==> config.mk <==
export PLATFORM = sky130hd
export DESIGN_NAME = cnn_parallel
export DESIGN_NICKNAME = d
export VERILOG_FILES = /design/src/rtl/cnn_pkg.sv /design/src/rtl/cnn_conv3x3_lane.sv /design/src/rtl/cnn_parallel.sv
export SDC_FILE = /design/constraint.sdc
export NUM_CORES = 1
export LEC_CHECK = 0
export ABC_AREA = 1
export BUFFER_PORTS_ARGS = -buffer_cell sky130_fd_sc_hd__buf_2
export CORE_MARGIN = 2
export CORE_UTILIZATION = 24
export CTS_BUF_LIST = sky130_fd_sc_hd__clkbuf_4
export DETAILED_ROUTE_END_ITERATION = 12
export GPL_ROUTABILITY_DRIVEN = 0
export SKIP_CTS_REPAIR_TIMING = 1
export SYNTH_ARGS = -nofsm -noshare
export SYNTH_HDL_FRONTEND = slang
export SYNTH_SLANG_ARGS = --single-unit
export TNS_END_PERCENT = 5
==> constraint.sdc <==
create_clock -name clk -period 4 [get_ports clk]
set_input_delay 0.8 -clock clk [delete_from_list [all_inputs] [get_ports clk]]
set_output_delay 0.8 -clock clk [all_outputs]
set_load 0.05 [all_outputs]
==> src/rtl/cnn_pkg.sv <==
// Shared types, kernels and activation/saturation for the two-lane 3x3 conv stage.
// CNN_RELU_EN (set by the build) selects ReLU + unsigned saturation; otherwise signed saturation.

package cnn_pkg;

  localparam int unsigned DW     = 8;
  localparam int unsigned SUM_W  = DW + 6;
  localparam int unsigned SHIFT0 = 4;
  localparam int unsigned SHIFT1 = 0;

  typedef logic [DW-1:0]           pix_t;
  typedef logic signed [SUM_W-1:0] sum_t;
  typedef logic signed [7:0]       kern_t [3][3];

  // Lane 0: Gaussian (sum 16); lane 1: Laplacian
  localparam kern_t K0 = '{'{8'sd1, 8'sd2, 8'sd1},
                           '{8'sd2, 8'sd4, 8'sd2},
                           '{8'sd1, 8'sd2, 8'sd1}};
  localparam kern_t K1 = '{'{ 8'sd0, -8'sd1,  8'sd0},
                           '{-8'sd1,  8'sd4, -8'sd1},
                           '{ 8'sd0, -8'sd1,  8'sd0}};

  localparam sum_t UMAX = sum_t'((1 << DW) - 1);
  localparam sum_t SMAX = sum_t'((1 << (DW - 1)) - 1);
  localparam sum_t SMIN = -SMAX - sum_t'(1);

  function automatic pix_t act_sat(sum_t v);
`ifdef CNN_RELU_EN
    if (v < 0)         return '0;
    else if (v > UMAX) return '1;
    else               return v[DW-1:0];
`else
    if (v > SMAX)      return {1'b0, {(DW-1){1'b1}}};
    else if (v < SMIN) return {1'b1, {(DW-1){1'b0}}};
    else               return v[DW-1:0];
`endif
  endfunction

endpackage

==> src/rtl/cnn_conv3x3_lane.sv <==
// One conv lane: column-addressed line buffers, 3x3 window, MAC register, act/sat output.
module cnn_conv3x3_lane
  import cnn_pkg::*;
#(
  parameter int unsigned IMG_W = 9,
  parameter kern_t       K     = K0,
  parameter int unsigned SHIFT = 4,
  localparam int unsigned CW   = (IMG_W > 1) ? $clog2(IMG_W) : 1
) (
  input  logic          clk,
  input  logic          rst_n,
  input  pix_t          x,
  input  logic [CW-1:0] col,
  input  logic          vld,
  output pix_t          y
);

  pix_t lb1_q [IMG_W];
  pix_t lb1_d [IMG_W];
  pix_t lb2_q [IMG_W];
  pix_t lb2_d [IMG_W];
  pix_t win_q [3][3];
  pix_t win_d [3][3];
  sum_t sum_q, sum_d;
  pix_t y_q, y_d;
  sum_t acc;

  always_comb begin
    lb1_d = lb1_q;
    lb2_d = lb2_q;
    win_d = win_q;
    // Line buffers indexed by column: slot col holds the pixel one/two rows above
    lb1_d[col] = x;
    lb2_d[col] = lb1_q[col];
    for (int unsigned i = 0; i < 3; i++) begin
      win_d[i][0] = win_q[i][1];
      win_d[i][1] = win_q[i][2];
    end
    win_d[0][2] = lb2_q[col];
    win_d[1][2] = lb1_q[col];
    win_d[2][2] = x;

    acc = '0;
    for (int unsigned i = 0; i < 3; i++) begin
      for (int unsigned j = 0; j < 3; j++) begin
        acc = acc + sum_t'(K[i][j]) * sum_t'({1'b0, win_q[i][j]});
      end
    end
    sum_d = acc;
    y_d   = vld ? act_sat(sum_q >>> SHIFT) : '0;
  end

  always_ff @(posedge clk or negedge rst_n) begin
    if (!rst_n) begin
      lb1_q <= '{default: '0};
      lb2_q <= '{default: '0};
      win_q <= '{default: '0};
      sum_q <= '0;
      y_q   <= '0;
    end else begin
      lb1_q <= lb1_d;
      lb2_q <= lb2_d;
      win_q <= win_d;
      sum_q <= sum_d;
      y_q   <= y_d;
    end
  end

  assign y = y_q;

endmodule

==> src/rtl/cnn_parallel.sv <==
// Two-lane streaming 3x3 convolution: shared raster counters and valid pipe, two lanes.
// ReLU build option: CNN_RELU_EN (see cnn_pkg).
module cnn_parallel
  import cnn_pkg::*;
#(
  parameter int unsigned IMG_W  = 9,
  parameter int unsigned IMG_H  = 9,
  parameter int unsigned SHIFT0 = cnn_pkg::SHIFT0,
  parameter int unsigned SHIFT1 = cnn_pkg::SHIFT1
) (
  input  logic          clk,
  input  logic          rst,
  input  logic [DW-1:0] x0,
  input  logic [DW-1:0] x1,
  output logic [DW-1:0] y0,
  output logic [DW-1:0] y1
);

  localparam int unsigned CW = (IMG_W > 1) ? $clog2(IMG_W) : 1;
  localparam int unsigned RW = (IMG_H > 1) ? $clog2(IMG_H) : 1;

  logic [CW-1:0] col_q, col_d;
  logic [RW-1:0] row_q, row_d;
  logic          v1_q, v1_d;
  logic          v2_q, v2_d;

  always_comb begin
    col_d = col_q + CW'(1);
    row_d = row_q;
    if (col_q == CW'(IMG_W - 1)) begin
      col_d = '0;
      row_d = (row_q == RW'(IMG_H - 1)) ? '0 : row_q + RW'(1);
    end
    // Window ending at the accepted pixel is complete only from (2,2) of its frame
    v1_d = (row_q >= RW'(2)) && (col_q >= CW'(2));
    v2_d = v1_q;
  end

  always_ff @(posedge clk or negedge rst) begin
    if (!rst) begin
      col_q <= '0;
      row_q <= '0;
      v1_q  <= 1'b0;
      v2_q  <= 1'b0;
    end else begin
      col_q <= col_d;
      row_q <= row_d;
      v1_q  <= v1_d;
      v2_q  <= v2_d;
    end
  end

  cnn_conv3x3_lane #(.IMG_W(IMG_W), .K(K0), .SHIFT(SHIFT0)) u_lane0 (
    .clk   (clk),
    .rst_n (rst),
    .x     (x0),
    .col   (col_q),
    .vld   (v2_q),
    .y     (y0)
  );

  cnn_conv3x3_lane #(.IMG_W(IMG_W), .K(K1), .SHIFT(SHIFT1)) u_lane1 (
    .clk   (clk),
    .rst_n (rst),
    .x     (x1),
    .col   (col_q),
    .vld   (v2_q),
    .y     (y1)
  );

endmodule

==> flow_results.xml <==
<?xml version="1.0" encoding="UTF-8"?>
<metrics>
  <group name="synth">
    <metric name="synth_fp_nets" unit="">2632</metric>
    <metric name="ys_dominant_reg_cell" unit="">sky130_fd_sc_hd__dfrtp_1</metric>
    <metric name="ys_seq_elements" unit="">465</metric>
    <metric name="synthDistinctLibCells" unit="">36</metric>
    <metric name="post_synthesis_sequential_area_ratio" unit="">0.523</metric>
    <metric name="synthesis.area_per_instance" unit="µm²">8.89</metric>
    <metric name="synth_cells" unit="">2501</metric>
    <metric name="post_synth_instance_area" unit="µm²">22200</metric>
    <metric name="synth_async_sr_flop_share" unit="">1.00</metric>
    <metric name="yosys_warnings" unit="">0</metric>
    <metric name="synth_enable_flop_cells" unit="">0</metric>
  </group>
  <group name="clock_network">
    <metric name="tritoncts" unit="">done</metric>
    <metric name="htree_levels" unit="">3</metric>
    <metric name="numCtsBuffers" unit="">120</metric>
    <metric name="worstSkewPairLatency" unit="ns">0.91</metric>
    <metric name="cts_buffer_depth" unit="">3</metric>
    <metric name="clock-root-buffer" unit="">sky130_fd_sc_hd__clkbuf_4</metric>
    <metric name="clk_transition_reported_paths" unit="ns">0.07</metric>
    <metric name="clock_sink_count" unit="">465</metric>
  </group>
  <group name="place">
    <metric name="final_hpwl_from_detailed_placement" unit="mm">37.0</metric>
    <metric name="dpl_cell_area" unit="µm²">24000</metric>
    <metric name="placement.io_buffers" unit="">33</metric>
    <metric name="place_inst" unit="">3726</metric>
  </group>
  <group name="timing">
    <metric name="final_min_period_over_clock_period" unit="">1.07</metric>
    <metric name="final_hold_viol_count" unit="">0</metric>
    <metric name="number_of_max_slew_violations_in_the_final_report" unit="">0</metric>
    <metric name="timing_worst_slew_pin_value" unit="ns">0.947</metric>
    <metric name="grt_setup_unrepaired" unit="">yes</metric>
    <metric name="period_minus_slack" unit="ns">4.29</metric>
    <metric name="setup_slack" unit="ns">-0.289</metric>
    <metric name="max_slew_margin" unit="">0.369</metric>
    <metric name="finalSetupViolations" unit="">8</metric>
    <metric name="worst_hold_slack" unit="ns">0.127</metric>
    <metric name="clock-skew-final" unit="ns">0.0740</metric>
    <metric name="maxClockFrequency" unit="GHz">0.233</metric>
  </group>
  <group name="routing">
    <metric name="drc" unit="">0</metric>
    <metric name="routed_via_density" unit="">4.28</metric>
    <metric name="firstDrtPassIters" unit="">5</metric>
    <metric name="drt-initial-drc-count" unit="">1348</metric>
    <metric name="antenna_violation_net_count_after_detailed_routing" unit="">0</metric>
    <metric name="num_vias" unit="">16900</metric>
    <metric name="finalWirelength" unit="mm">59.7</metric>
    <metric name="post_drt_wl_per_cell" unit="µm">15.1</metric>
  </group>
  <group name="layout">
    <metric name="multi_input_area" unit="µm²">8910</metric>
    <metric name="sequential_cell_area" unit="µm²">11600</metric>
    <metric name="signed_area_change_from_the_synthesized_netlist_to_the_final_layout" unit="%">15.2</metric>
    <metric name="number_of_non_filler_instances_in_the_completed_layout" unit="">3945</metric>
    <metric name="nNetsFinal" unit="">2739</metric>
    <metric name="fillers" unit="">9816</metric>
    <metric name="final_design_area_no_fill" unit="µm²">25600</metric>
    <metric name="final_layout_size_suffix_gt1_frac" unit="">0.140</metric>
  </group>
  <group name="floorplanning">
    <metric name="die_width" unit="µm">308</metric>
    <metric name="core.rowCount" unit="">111</metric>
    <metric name="floorplan.die_area" unit="µm²">95100</metric>
    <metric name="die_height" unit="µm">308</metric>
    <metric name="initial_core_util" unit="">0.242</metric>
    <metric name="design.portCount" unit="">34</metric>
    <metric name="core_area" unit="µm²">91800</metric>
  </group>
  <group name="setup_path">
    <metric name="cp.buffers_inverters" unit="">2</metric>
    <metric name="criticalPathCategory" unit="">flip-flop to flip-flop</metric>
    <metric name="worstPathArrival" unit="ns">5.07</metric>
    <metric name="crit_chain" unit="">ha_4 &gt; nand2_1 &gt; or2_2 &gt; nand3_1 &gt; nand2_1 &gt; nand2_1 &gt; fa_1 &gt; fa_1 &gt; fa_1 &gt; fa_1 &gt; inv_1 &gt; ha_4 &gt; a21oi_1 &gt; nand2_2 &gt; buf_4 &gt; xor2_1</metric>
    <metric name="timing.critical_path.from_type" unit="">flip-flop</metric>
    <metric name="worst_ep_required_time" unit="ns">4.78</metric>
    <metric name="worst-path-max-fanout" unit="">4</metric>
    <metric name="worst_path_max_delay_cell" unit="">sky130_fd_sc_hd__fa_1</metric>
    <metric name="worst_path_largest_cell_delay" unit="ns">0.54</metric>
    <metric name="crit_path_end_kind" unit="">flip-flop</metric>
    <metric name="most_frequent_cell_on_the_critical_path" unit="">sky130_fd_sc_hd__fa_1</metric>
    <metric name="path_delay_family" unit="">adder cells</metric>
  </group>
  <group name="status">
    <metric name="outcome" unit="">complete, but fails checks</metric>
    <metric name="failing_checks" unit="">setup timing</metric>
  </group>
  <group name="hold_path">
    <metric name="hold_path_class" unit="">primary input to flip-flop</metric>
  </group>
  <group name="power">
    <metric name="max-vdd-ir-drop" unit="mV">0.406</metric>
    <metric name="power.leakage" unit="nW">12.8</metric>
    <metric name="pwr_density_cell" unit="nW/µm²">497</metric>
  </group>
  <group name="grt">
    <metric name="track_usage" unit="">0.128</metric>
    <metric name="globalRoute.totalOverflow" unit="">0</metric>
    <metric name="number_of_antenna_violations_at_the_first_check_in_global_routing" unit="">6</metric>
    <metric name="grt_max_degree" unit="">118</metric>
    <metric name="grt_first_pass_wirelength" unit="mm">95.0</metric>
    <metric name="via_count_of_the_first_global_routing_pass" unit="">16900</metric>
  </group>
  <group name="job">
    <metric name="timing.max_cap.violations" unit="">0</metric>
  </group>
</metrics>
==> final timing paths <==
kind,from,cells after the start,endpoint,slack [ns]
min,x1[0],1,u_lane1.win_d[8],0.13
min in group asynchronous,rst,2,u_lane0.y[1],0.43
max reg2reg,u_lane0.win_d[68],16,u_lane0.sum_q[7],-0.29
max in group asynchronous,rst,3,u_lane1.lb2_q[34],2.45
max,u_lane0.win_d[68],16,u_lane0.sum_q[7],-0.29
min reg2reg,u_lane1.win_d[12],0,u_lane1.win_d[20],0.34
==> synth_stat cells (3+ instances only) <==
cell type	instances	area share
sky130_fd_sc_hd__a21oi_1	63	0.014
sky130_fd_sc_hd__and2_1	16	0.0045
sky130_fd_sc_hd__buf_1	6	0.0010
sky130_fd_sc_hd__buf_2	42	0.0095
sky130_fd_sc_hd__buf_4	6	0.0020
sky130_fd_sc_hd__buf_6	5	0.0025
sky130_fd_sc_hd__buf_8	9	0.0061
sky130_fd_sc_hd__clkbuf_1	41	0.0069
sky130_fd_sc_hd__dfrtp_1	465	0.52
sky130_fd_sc_hd__fa_1	71	0.064
sky130_fd_sc_hd__ha_1	42	0.024
sky130_fd_sc_hd__inv_1	328	0.055
sky130_fd_sc_hd__inv_2	7	0.0012
sky130_fd_sc_hd__nand2_1	729	0.12
sky130_fd_sc_hd__nand2_2	3	0.00084
sky130_fd_sc_hd__nand2_4	11	0.0056
sky130_fd_sc_hd__nand3_1	248	0.056
sky130_fd_sc_hd__nand3_2	16	0.0072
sky130_fd_sc_hd__nand4_1	24	0.0068
sky130_fd_sc_hd__nor2_1	90	0.015
sky130_fd_sc_hd__nor2_2	3	0.00084
sky130_fd_sc_hd__nor2_8	5	0.0045
sky130_fd_sc_hd__o211ai_1	15	0.0051
sky130_fd_sc_hd__o21ai_0	197	0.044
sky130_fd_sc_hd__o21ai_1	19	0.0043
sky130_fd_sc_hd__or2_2	17	0.0048
sky130_fd_sc_hd__xnor2_1	5	0.0020
sky130_fd_sc_hd__xor2_1	6	0.0024
==> power breakdown <==
| part | internal, W | total (W) | switching, W |
|---|---|---|---|
| sequential | 0.00507 | 0.00522 | 0.000147 |
| clock | 0.00215 | 0.00416 | 0.00201 |
| combinational | 0.00153 | 0.00337 | 0.00184 |
==> through the flow <==
| stage | utilization | setup slack, ns | power, W | TNS (ns) |
|---|---|---|---|---|
| final | 0.279 | -0.289 | 0.0127 | -1.74 |
| after floorplan | - | -0.125 | 0.00752 | -0.544 |
| after CTS | 0.278 | -0.344 | 0.0127 | -2.20 |
| after global placement | 0.262 | -0.261 | 0.00848 | -1.63 |
| after global routing | 0.279 | -0.464 | 0.0137 | -3.42 |
| after detailed placement | 0.262 | -0.344 | 0.00852 | -2.10 |
==> state kept, by name, summed over array words and instances, names as in the netlist, 8 cells and up <==
signal and cells:
u_lane0.lb2_q 72, u_lane1.sum_q 14, u_lane0.win_d 48, u_lane0.y 8, u_lane1.lb1_q 72, u_lane1.y 8
u_lane0.win_q 24, u_lane1.win_q 8, u_lane1.lb2_q 72, u_lane0.lb1_q 72, u_lane0.sum_q 9, u_lane1.win_d 48
==> cells in the final DEF (no fill, tap or decap), types with 3 or more instances in the layout <==
cell / netlist / final
sky130_fd_sc_hd__clkinv_1: 0 / 29
sky130_fd_sc_hd__fa_1: 71 / 66
sky130_fd_sc_hd__nand4_1: 24 / 24
sky130_fd_sc_hd__clkbuf_4: 0 / 171
sky130_fd_sc_hd__nor2_1: 90 / 87
sky130_fd_sc_hd__ha_4: 0 / 7
sky130_fd_sc_hd__bufinv_16: 0 / 3
sky130_fd_sc_hd__nand2_2: 3 / 8
sky130_fd_sc_hd__nand2_4: 11 / 11
sky130_fd_sc_hd__o211ai_1: 15 / 15
sky130_fd_sc_hd__o21ai_0: 197 / 197
sky130_fd_sc_hd__buf_2: 42 / 32
sky130_fd_sc_hd__diode_2: 0 / 4
sky130_fd_sc_hd__xor2_1: 6 / 6
sky130_fd_sc_hd__clkinv_2: 0 / 5
sky130_fd_sc_hd__a21oi_2: 0 / 3
sky130_fd_sc_hd__ha_1: 42 / 34
sky130_fd_sc_hd__buf_12: 0 / 6
sky130_fd_sc_hd__nand3_1: 248 / 244
sky130_fd_sc_hd__or2_2: 17 / 17
sky130_fd_sc_hd__dfrtp_1: 465 / 463
sky130_fd_sc_hd__inv_2: 7 / 15
sky130_fd_sc_hd__nor2_8: 5 / 5
sky130_fd_sc_hd__nand3_2: 16 / 20
sky130_fd_sc_hd__a21oi_1: 63 / 59
sky130_fd_sc_hd__nand2_1: 729 / 724
sky130_fd_sc_hd__inv_1: 328 / 322
sky130_fd_sc_hd__o21ai_1: 19 / 19
sky130_fd_sc_hd__xnor2_1: 5 / 3
sky130_fd_sc_hd__fa_2: 0 / 5
sky130_fd_sc_hd__nor2_4: 0 / 4
sky130_fd_sc_hd__and2_1: 16 / 16
sky130_fd_sc_hd__buf_4: 6 / 54
==> worst register-to-register path, cell delays in order (launching register included) <==
cell	delay, ns
sky130_fd_sc_hd__dfrtp_1	0.41
sky130_fd_sc_hd__ha_4	0.30
sky130_fd_sc_hd__nand2_1	0.09
sky130_fd_sc_hd__or2_2	0.32
sky130_fd_sc_hd__nand3_1	0.08
sky130_fd_sc_hd__nand2_1	0.05
sky130_fd_sc_hd__nand2_1	0.08
sky130_fd_sc_hd__fa_1	0.45
sky130_fd_sc_hd__fa_1	0.52
sky130_fd_sc_hd__fa_1	0.52
sky130_fd_sc_hd__fa_1	0.54
sky130_fd_sc_hd__inv_1	0.06
sky130_fd_sc_hd__ha_4	0.25
sky130_fd_sc_hd__a21oi_1	0.15
sky130_fd_sc_hd__nand2_2	0.10
sky130_fd_sc_hd__buf_4	0.14
sky130_fd_sc_hd__xor2_1	0.14
==> routing by layer <==
layer	vias up	track usage	share of wire
met2	488	0.208	0.47
met3	119	0.0252	0.060
met5	-	0	0.00069
met4	6	0.0518	0.026
met1	8178	0.166	0.44
li1	8098	-	-
==> layout make-up <==
class	count	share of cell area
repair buffers	94	0.0277
clock buffers	171	0.0501
clock inverters	41	0.00971
multi-input cells	1590	0.348
well taps	1243	0.0607
flip-flops and latches	465	0.454
inverters	337	0.0495
diodes	4	0.000391
==> logic make-up after synthesis <==
logic type | count (synthesis) | synth area share
AND/OR/NAND/NOR | 1167 | 0.230
flip-flops | 465 | 0.523
buffers and inverters | 446 | 0.0851
AO/OA/AOI/OAI | 298 | 0.0692
adder cells (fa/ha/maj) | 113 | 0.0875
XOR/XNOR | 11 | 0.00433
other | 1 | 0.000169
Power figures use the tool's default switching activity.
